<file path="src/rtl/icache_pkg.sv">
// ============================================================================
// Module      : icache_pkg
// Description : Shared geometry and FSM encoding for the instruction cache.
// Revision    : 1.0 - initial release
// ============================================================================
`default_nettype none

package icache_pkg;

    // Default line count is 2**c_INDEX_BITS; one 32-bit word per line.
    localparam int c_INDEX_BITS = 6;
    localparam int c_TAG_BITS   = 30 - c_INDEX_BITS;
    localparam int c_BYTE_LANES = 4;

    localparam logic [1:0] c_IDLE  = 2'd0;
    localparam logic [1:0] c_MISS  = 2'd1;
    localparam logic [1:0] c_DRAIN = 2'd2;

    function automatic int tag_bits(input int index_bits);
        return 30 - index_bits;
    endfunction

endpackage

`default_nettype wire

</file>
<file path="src/rtl/icache_array.sv">
// ============================================================================
// Module      : icache_array
// Description : Direct-mapped tag/valid/data storage, combinational read,
//               single write port, synchronous valid clear.
// Revision    : 1.0 - initial release
// ============================================================================
`default_nettype none

module icache_array
    import icache_pkg::*;
#(
    parameter int INDEX_BITS = c_INDEX_BITS,
    parameter int TAG_BITS   = tag_bits(INDEX_BITS)
) (
    input  logic                  clk,
    input  logic                  rst,
    input  logic [INDEX_BITS-1:0] i_rd_index,
    output logic                  o_rd_valid,
    output logic [TAG_BITS-1:0]   o_rd_tag,
    output logic [31:0]           o_rd_data,
    input  logic                  i_wr_en,
    input  logic [INDEX_BITS-1:0] i_wr_index,
    input  logic [TAG_BITS-1:0]   i_wr_tag,
    input  logic [31:0]           i_wr_data
);

    localparam int c_LINES = 1 << INDEX_BITS;

    logic [c_LINES-1:0]  r_valid;
    logic [TAG_BITS-1:0] r_tag  [c_LINES];
    logic [31:0]         r_data [c_LINES];

    always_ff @(posedge clk) begin
        if (rst) begin
            r_valid <= '0;
        end else if (i_wr_en) begin
            r_valid[i_wr_index] <= 1'b1;
        end
    end

    // Tag and data contents are meaningless until the valid bit is set.
    always_ff @(posedge clk) begin
        if (i_wr_en) begin
            r_tag[i_wr_index]  <= i_wr_tag;
            r_data[i_wr_index] <= i_wr_data;
        end
    end

    assign o_rd_valid = r_valid[i_rd_index];
    assign o_rd_tag   = r_tag[i_rd_index];
    assign o_rd_data  = r_data[i_rd_index];

endmodule

`default_nettype wire

</file>
<file path="src/rtl/icache.sv">
// ============================================================================
// Module      : icache
// Description : Direct-mapped one-word-per-line instruction cache with a
//               byte-serial miss fill and flush/drain handling.
// Revision    : 1.0 - initial release
// ============================================================================
`default_nettype none

module icache
    import icache_pkg::*;
#(
    parameter int INDEX_BITS = c_INDEX_BITS
) (
    input  logic        clk_in,
    input  logic        rst_in,
    input  logic        rdy_in,
    input  logic        RoB_clear,
    input  logic [31:0] fetch_addr,
    output logic        ready_out,
    output logic [31:0] inst_out,
    output logic [31:0] inst_addr_out,
    output logic        mc_req,
    output logic [31:0] mc_addr,
    input  logic        mc_byte_valid,
    input  logic [7:0]  mc_byte
);

    localparam int c_TAGW = tag_bits(INDEX_BITS);
    localparam logic [1:0] c_LAST_LANE = 2'(c_BYTE_LANES - 1);

    logic [1:0]  r_state;
    logic [1:0]  r_cnt;
    logic [31:0] r_word;
    logic        r_ready;
    logic [31:0] r_inst;
    logic [31:0] r_inst_addr;
    logic        r_mc_req;
    logic [31:0] r_mc_addr;

    logic                  w_rd_valid;
    logic [c_TAGW-1:0]     w_rd_tag;
    logic [31:0]           w_rd_data;
    logic                  w_hit;
    logic [31:0]           w_fetch_word;
    logic                  w_last_byte;
    logic                  w_wr_en;
    logic [31:0]           w_fill_word;
    logic                  w_unused_ok;

    assign w_fetch_word = {fetch_addr[31:2], 2'b00};
    assign w_unused_ok  = ^fetch_addr[1:0];
    assign w_hit        = w_rd_valid && (w_rd_tag == fetch_addr[31:INDEX_BITS+2]);
    assign w_last_byte  = mc_byte_valid && (r_cnt == c_LAST_LANE);
    assign w_fill_word  = {mc_byte, r_word[23:0]};
    // A flush on the final byte still commits the line: the data is complete.
    assign w_wr_en      = rdy_in && !rst_in && (r_state == c_MISS) && w_last_byte;

    icache_array #(
        .INDEX_BITS (INDEX_BITS),
        .TAG_BITS   (c_TAGW)
    ) u_array (
        .clk        (clk_in),
        .rst        (rst_in),
        .i_rd_index (fetch_addr[INDEX_BITS+1:2]),
        .o_rd_valid (w_rd_valid),
        .o_rd_tag   (w_rd_tag),
        .o_rd_data  (w_rd_data),
        .i_wr_en    (w_wr_en),
        .i_wr_index (r_mc_addr[INDEX_BITS+1:2]),
        .i_wr_tag   (r_mc_addr[31:INDEX_BITS+2]),
        .i_wr_data  (w_fill_word)
    );

    always_ff @(posedge clk_in) begin
        if (rst_in) begin
            r_state     <= c_IDLE;
            r_cnt       <= 2'd0;
            r_word      <= 32'd0;
            r_ready     <= 1'b0;
            r_inst      <= 32'd0;
            r_inst_addr <= 32'd0;
            r_mc_req    <= 1'b0;
            r_mc_addr   <= 32'd0;
        end else if (rdy_in) begin
            r_ready <= 1'b0;
            case (r_state)
                c_IDLE: begin
                    if (!RoB_clear) begin
                        if (w_hit) begin
                            r_ready     <= 1'b1;
                            r_inst      <= w_rd_data;
                            r_inst_addr <= w_fetch_word;
                        end else begin
                            r_mc_req  <= 1'b1;
                            r_mc_addr <= w_fetch_word;
                            r_cnt     <= 2'd0;
                            r_state   <= c_MISS;
                        end
                    end
                end
                c_MISS: begin
                    if (mc_byte_valid) begin
                        r_word[r_cnt*8 +: 8] <= mc_byte;
                        r_cnt                <= r_cnt + 2'd1;
                    end
                    if (w_last_byte) begin
                        r_mc_req <= 1'b0;
                        r_state  <= c_IDLE;
                        if (!RoB_clear) begin
                            r_ready     <= 1'b1;
                            r_inst      <= w_fill_word;
                            r_inst_addr <= r_mc_addr;
                        end
                    end else if (RoB_clear) begin
                        r_state <= c_DRAIN;
                    end
                end
                c_DRAIN: begin
                    // Arbiter always returns all four bytes; swallow the rest.
                    if (mc_byte_valid) begin
                        r_cnt <= r_cnt + 2'd1;
                    end
                    if (w_last_byte) begin
                        r_mc_req <= 1'b0;
                        r_state  <= c_IDLE;
                    end
                end
                default: begin
                    r_state  <= c_IDLE;
                    r_mc_req <= 1'b0;
                    r_cnt    <= 2'd0;
                end
            endcase
        end
    end

    assign ready_out     = r_ready;
    assign inst_out      = r_inst;
    assign inst_addr_out = r_inst_addr;
    assign mc_req        = r_mc_req;
    assign mc_addr       = r_mc_addr;

endmodule

`default_nettype wire

</file>
<file path="config.mk">
export PLATFORM = sky130hd
export DESIGN_NAME = icache
export DESIGN_NICKNAME = d
export VERILOG_FILES = /design/src/rtl/icache_pkg.sv /design/src/rtl/icache_array.sv /design/src/rtl/icache.sv
export SDC_FILE = /design/constraint.sdc
export NUM_CORES = 2
export LEC_CHECK = 0
export BUFFER_PORTS_ARGS = -buffer_cell sky130_fd_sc_hd__clkbuf_2
export CAP_MARGIN = 0
export CORE_MARGIN = 5
export CORE_UTILIZATION = 60
export DETAILED_ROUTE_END_ITERATION = 10
export GPL_ROUTABILITY_DRIVEN = 0
export HOLD_SLACK_MARGIN = 0.06
export PLACE_DENSITY = 0.75
export RECOVER_POWER = 100
export SLEW_MARGIN = 20
export SYNTH_ARGS = -nofsm -noshare
export SYNTH_HDL_FRONTEND = slang
export SYNTH_SLANG_ARGS = --single-unit
</file>
<file path="constraint.sdc">
create_clock -name clk_in -period 5.9 [get_ports clk_in]
set_input_delay 1.18 -clock clk_in [delete_from_list [all_inputs] [get_ports clk_in]]
set_output_delay 1.18 -clock clk_in [all_outputs]
set_load 0.01 [all_outputs]
</file>
After elaboration in Yosys (flattened, before gate mapping)
Memory sizes are Yosys's and may differ from the RTL's.
Cells that the tools add are included.

word-level totals
  register bits after elaboration = 196
  memory bits (writable) = 3584
  bits of input ports = 45
  word-level logic and storage cells = 86
  memories kept = 2

operators by class
  add/subtract/negate cells = 2
  magnitude comparators = 3
  equality and inequality tests = 13
  shifts and indexed selects = 2
  mux-type cells = 36
  bitwise gates (word level) = 3
  reductions and logical operators = 16

memory list
  name            words  bits a word  rd ports  clocked after memory_dff  write ports  RTL line            RTL
  u_array.r_data  64     32           1         0                         1            icache_array.sv:31  logic [31:0] r_data [c_LINES];
  u_array.r_tag   64     24           1         0                         1            icache_array.sv:30  logic [TAG_BITS-1:0] r_tag [c_LINES];

operators by type and width
  kind                       number
  $mux W32                   8
  $pmux W32 S2               2
  $or A64 B64 Y64            1
  $neg A5 Y34                1
  $shift A8 B34 Y32 const A  1
  $shiftx A8 B34 Y32         1
  $bwmux W32                 1
  $eq A24 B24 Y1             1
  $mux W2                    8
  $lt A6 B7 Y1 const B       2
  $ne A2 B2 Y1 const B       6
  $reduce_and A4 Y1          3
  $mux W1                    11
  $bmux W1 S6                1
  $demux W1 S6               1
  $ge A6 B1 Y1 const B       1
  $logic_and A1 B1 Y1        6
  $pmux W2 S3                1
  $reduce_and A6 Y1          1
  $reduce_and A5 Y1          1
  $eq A2 B2 Y1 const B       2
  $ne A2 B1 Y1 const B       2
  $pmux W1 S2                2
  $pmux W2 S2                1
  9 further kinds            10

Depth between registers and ports, before layout
  word-level depth = 6
  gate-level depth with buffers = 21

By module
From an unflattened synthesis, not the netlist that was laid out.

second synthesis, totals
  cell total of the unflattened synthesis = 6926
  area, all modules = 145035.4 um^2

by module, submodules not included
  module        instances  cells each  area each (um^2)  sequential area each (um^2)
  icache_array  1          6293        138507.8          108904.4
  icache        1          633         6527.5            2442.3

Worst setup path after synthesis
No wires, ideal clock.

  kind = input port to flip-flop
  start = in mc_byte_valid
  end = mem u_array.r_data[63][0] (enable)
  arrival time = 4.470 ns
  setup slack = 0.959 ns
  stages = 4
  cells stage by stage = nand2_1 nor4b_1 nand3_1 nor2_1

between the ends
  cells in the longest elaborated chain, start to end = 4

RTL lines
  element                        RTL line            RTL
  start, declared                icache.sv:24        input logic mc_byte_valid,
  $logic_and A1 B1 Y1            icache.sv:53        assign w_last_byte = mc_byte_valid && (r_cnt == c_LAST_LANE);
  $logic_and A1 B1 Y1            icache.sv:56        assign w_wr_en = rdy_in && !rst_in && (r_state == c_MISS) && w_last_byte;
  $mux W1                        icache_array.sv:43  if (i_wr_en) begin
  $mux W1 (implied by the code)  icache_array.sv:45  r_data[i_wr_index] <= i_wr_data;
  end, declared                  icache_array.sv:31

No other way between the ends.

Worst setup path after layout
  start = reg r_state[1]
  end = mem u_array.r_tag[39][23] in the netlist's numbering (enable)

between the ends
  cells in the longest elaborated chain, start to end = 5

RTL lines
  element                            RTL line            RTL
  start, declared                    icache.sv:31        logic [1:0] r_state;
  start signal, assigned             icache.sv:76        r_state <= c_IDLE;
  start signal, assigned             icache.sv:97        r_state <= c_MISS;
  start signal, assigned             icache.sv:108       r_state <= c_IDLE;
  $eq A2 B1 Y1                       icache.sv:56
  $logic_and A1 B1 Y1 (2 in series)  icache.sv:56
  $mux W1                            icache_array.sv:43
  $mux W1 (implied by the code)      icache_array.sv:44  r_tag[i_wr_index] <= i_wr_tag;
  end, declared                      icache_array.sv:30

No other way between the ends.

==> reports/qor.txt <==
Hpwl dp - 225.8 mm
First-pass GRT wire length - 586.1 mm
Pwr dens - 335.3 mW/mm2
Max-cap viol count - 150
Kind of critical path - flip-flop to flip-flop
Total leakage power - 54.52 nW
FF+latch count, synth - 3770
Critical path launch point type - flip-flop
Worst EP required - 6.47 ns
Number of clock sinks - 3770
DRC Markers - 0
Post-CTS setup buffer count - 0
Vias in the first global route - 76.38k
First-pass DRT Iterations - 9
Rel. slew slack - -1.225
DIE WIDTH - 502.9 um
Worst-Skew Late Latency - 0.99 ns
Gr usage total - 0.3355
Post-DP Area - 0.1527 mm2
Most frequent cells in the layout - edfxtp_1, mux4_2, mux2i_1
Antenna Nets Post-Route - 0
WL final - 423.5 mm
Share of cells above drive strength 1 - 0.2539
Ys Warns - 0
Dpl ws - -0.1535 ns
Synthesized cell area - 0.1457 mm2
Worst hold stages - 2
Synth area leaders - edfxtp_1, mux4_2, mux2i_1, dfxtp_1, nor2_1
Crit share post-route - 0.9460
Hold buffer count at CTS - 0
CTS buffer count - 375
CTS tree - built
Final setup viols - 0
FMAX - 0.1792 GHz
Initial core utilization - 0.6009
Synth cell types - 81
Clock slew at reported path FFs - 0.06 ns
Critical Path Fanout Max - 16
Outcome - finished with violations
Fillers - 14.68k
CTS H-tree lvls - 5
Vias - 77.33k
Min-delay worst type - flip-flop to flip-flop
Final WS setup - 0.3185 ns
Final Critical Period - 5.581 ns
RSZ-0062 raised after global routing - no
Post-synth ARST share - 0
1st-iter DRT viols - 14.07k
Worst vdd ir - 352.0 uV
Most common cell after layout, fill and taps aside - edfxtp_1
Failing checks - capacitance limit, slew limit
Final Hold Fails - 0
CP arrival - 6.15 ns
Post-cts sizing count - 0
Final Power - 54.78 mW
IO Pins - 143
Seq/Total Area, Yosys - 0.7640
Design Area, Final - 0.1634 mm2
Die area - 0.2529 mm2
Overflow after GRT - 0
Post-synth top area share - 0.7384
Final Max Slew Viols - 6393
Ys flop type - edfxtp_1
CTS Root Cell - clkbuf_16
Max Clock Skew - 0.06954 ns
Die height - 502.9 um
Largest area contributor in the netlist - edfxtp_1
Via density - 7.174
Core area - 0.2425 mm2
Synth-to-Final Area Change - 12.11%
Crit path capture type - flip-flop
Avg WL per Cell - 39.29 um
Initial antenna violation count - 21
Gate Count Post-Synth - 6742
Count of flip-flops with a built-in enable after synthesis - 3584
PortBufs - 136
Syn Area/Cell - 21.62 um2
Cells on worst reg2reg path - 7
Max Buffers Root-to-Sink - 4
Largest net degree at the start of global routing - 155
Worst-margin pin slew - 3.338 ns
Nets - 7329
Cell row count - 181
==> sequential cells by signal, indices dropped and copies added, names as in the netlist <==
signal,flops
r_cnt,2
inst_out,32
ready_out,1
u_array.r_data,2048
u_array.r_valid,64
r_state,2
inst_addr_out,30
mc_req,1
u_array.r_tag,1536
mc_addr,30
r_word,24
==> metrics by stage <==
step	setup TNS [ns]	utilization	hold WS (ns)	cells
after floorplan	0	-	0.4348	6745
after global placement	-1.128	0.6298	0.4442	10100
after detailed placement	-2.564	0.6298	0.4549	10100
after CTS	0	0.6785	0.4395	10760
after global routing	0	0.6736	0.4814	10770
final	0	0.6737	0.4666	10780
==> cells in the mapped netlist, types with 62 or more instances <==
master	n
mux2i_1	387
dfxtp_1	186
buf_2	98
mux4_2	934
o21ai_0	69
nand3_1	83
nand2_1	228
edfxtp_1	3584
clkbuf_1	153
a21oi_1	63
a22oi_1	100
nor3_1	62
nor2_1	236
==> power breakdown <==
part | total (mW) | internal (mW) | switching (mW)
Combinational | 2.23 | 0.819 | 1.41
Clock | 23.3 | 13.4 | 9.90
Sequential | 29.2 | 29.2 | 0.0677
==> cell type report <==
class	instances	area (um2)	area share
diodes	14	35.03	0.0002144
flip-flops and latches	3770	111400	0.6815
well taps	3202	4006	0.02452
clock buffers	462	9940	0.06083
multi-input cells	2581	32480	0.1988
repair buffers	532	3617	0.02214
clock inverters	202	1891	0.01157
inverters	16	71.32	0.0004365
==> logic make-up after synthesis <==
logic type,Yosys count,synth area share
and+or+nand+nor,820,0.02821
adders and majority gates,8,0.0006868
xor gates and xnor gates,13,0.0007812
buffers and inverters,394,0.01503
other,1,0.00002573
AOI/OAI and AO/OA,391,0.01842
DFF,3770,0.7640
muxes,1345,0.1729
==> worst max-delay path: stages, from the launching register on <==
cell	delay, ns
dfxtp_1	0.33
inv_1	0.10
ha_1	1.10
nand2_1	0.21
nor4_1	0.58
nand2_1	0.41
nor2_1	1.57
clkbuf_2	0.81
==> worst paths after layout <==
kind | start | endpoint | slack, ns
worst max-delay path | r_state[1]$_SDFFE_PP0P_ | u_array.r_tag[39][23]$_DFFE_PP_ | 0.32
worst min-delay path | inst_out[15]$_SDFFE_PP0P_ | inst_out[15]$_SDFFE_PP0P_ | 0.47
worst max register to register | r_state[1]$_SDFFE_PP0P_ | u_array.r_tag[39][23]$_DFFE_PP_ | 0.32
worst min register to register | inst_out[15]$_SDFFE_PP0P_ | inst_out[15]$_SDFFE_PP0P_ | 0.47
==> layer usage <==
layer  up-vias  global-route usage  wire [um]
li1      29310                   -          -
met1     39810              0.4552     138800
met2      6800              0.5149     197200
met3      1393             0.08050      58960
met4        20              0.1777      28440
met5         -                   0        131
(Power assumes the default switching activity.)
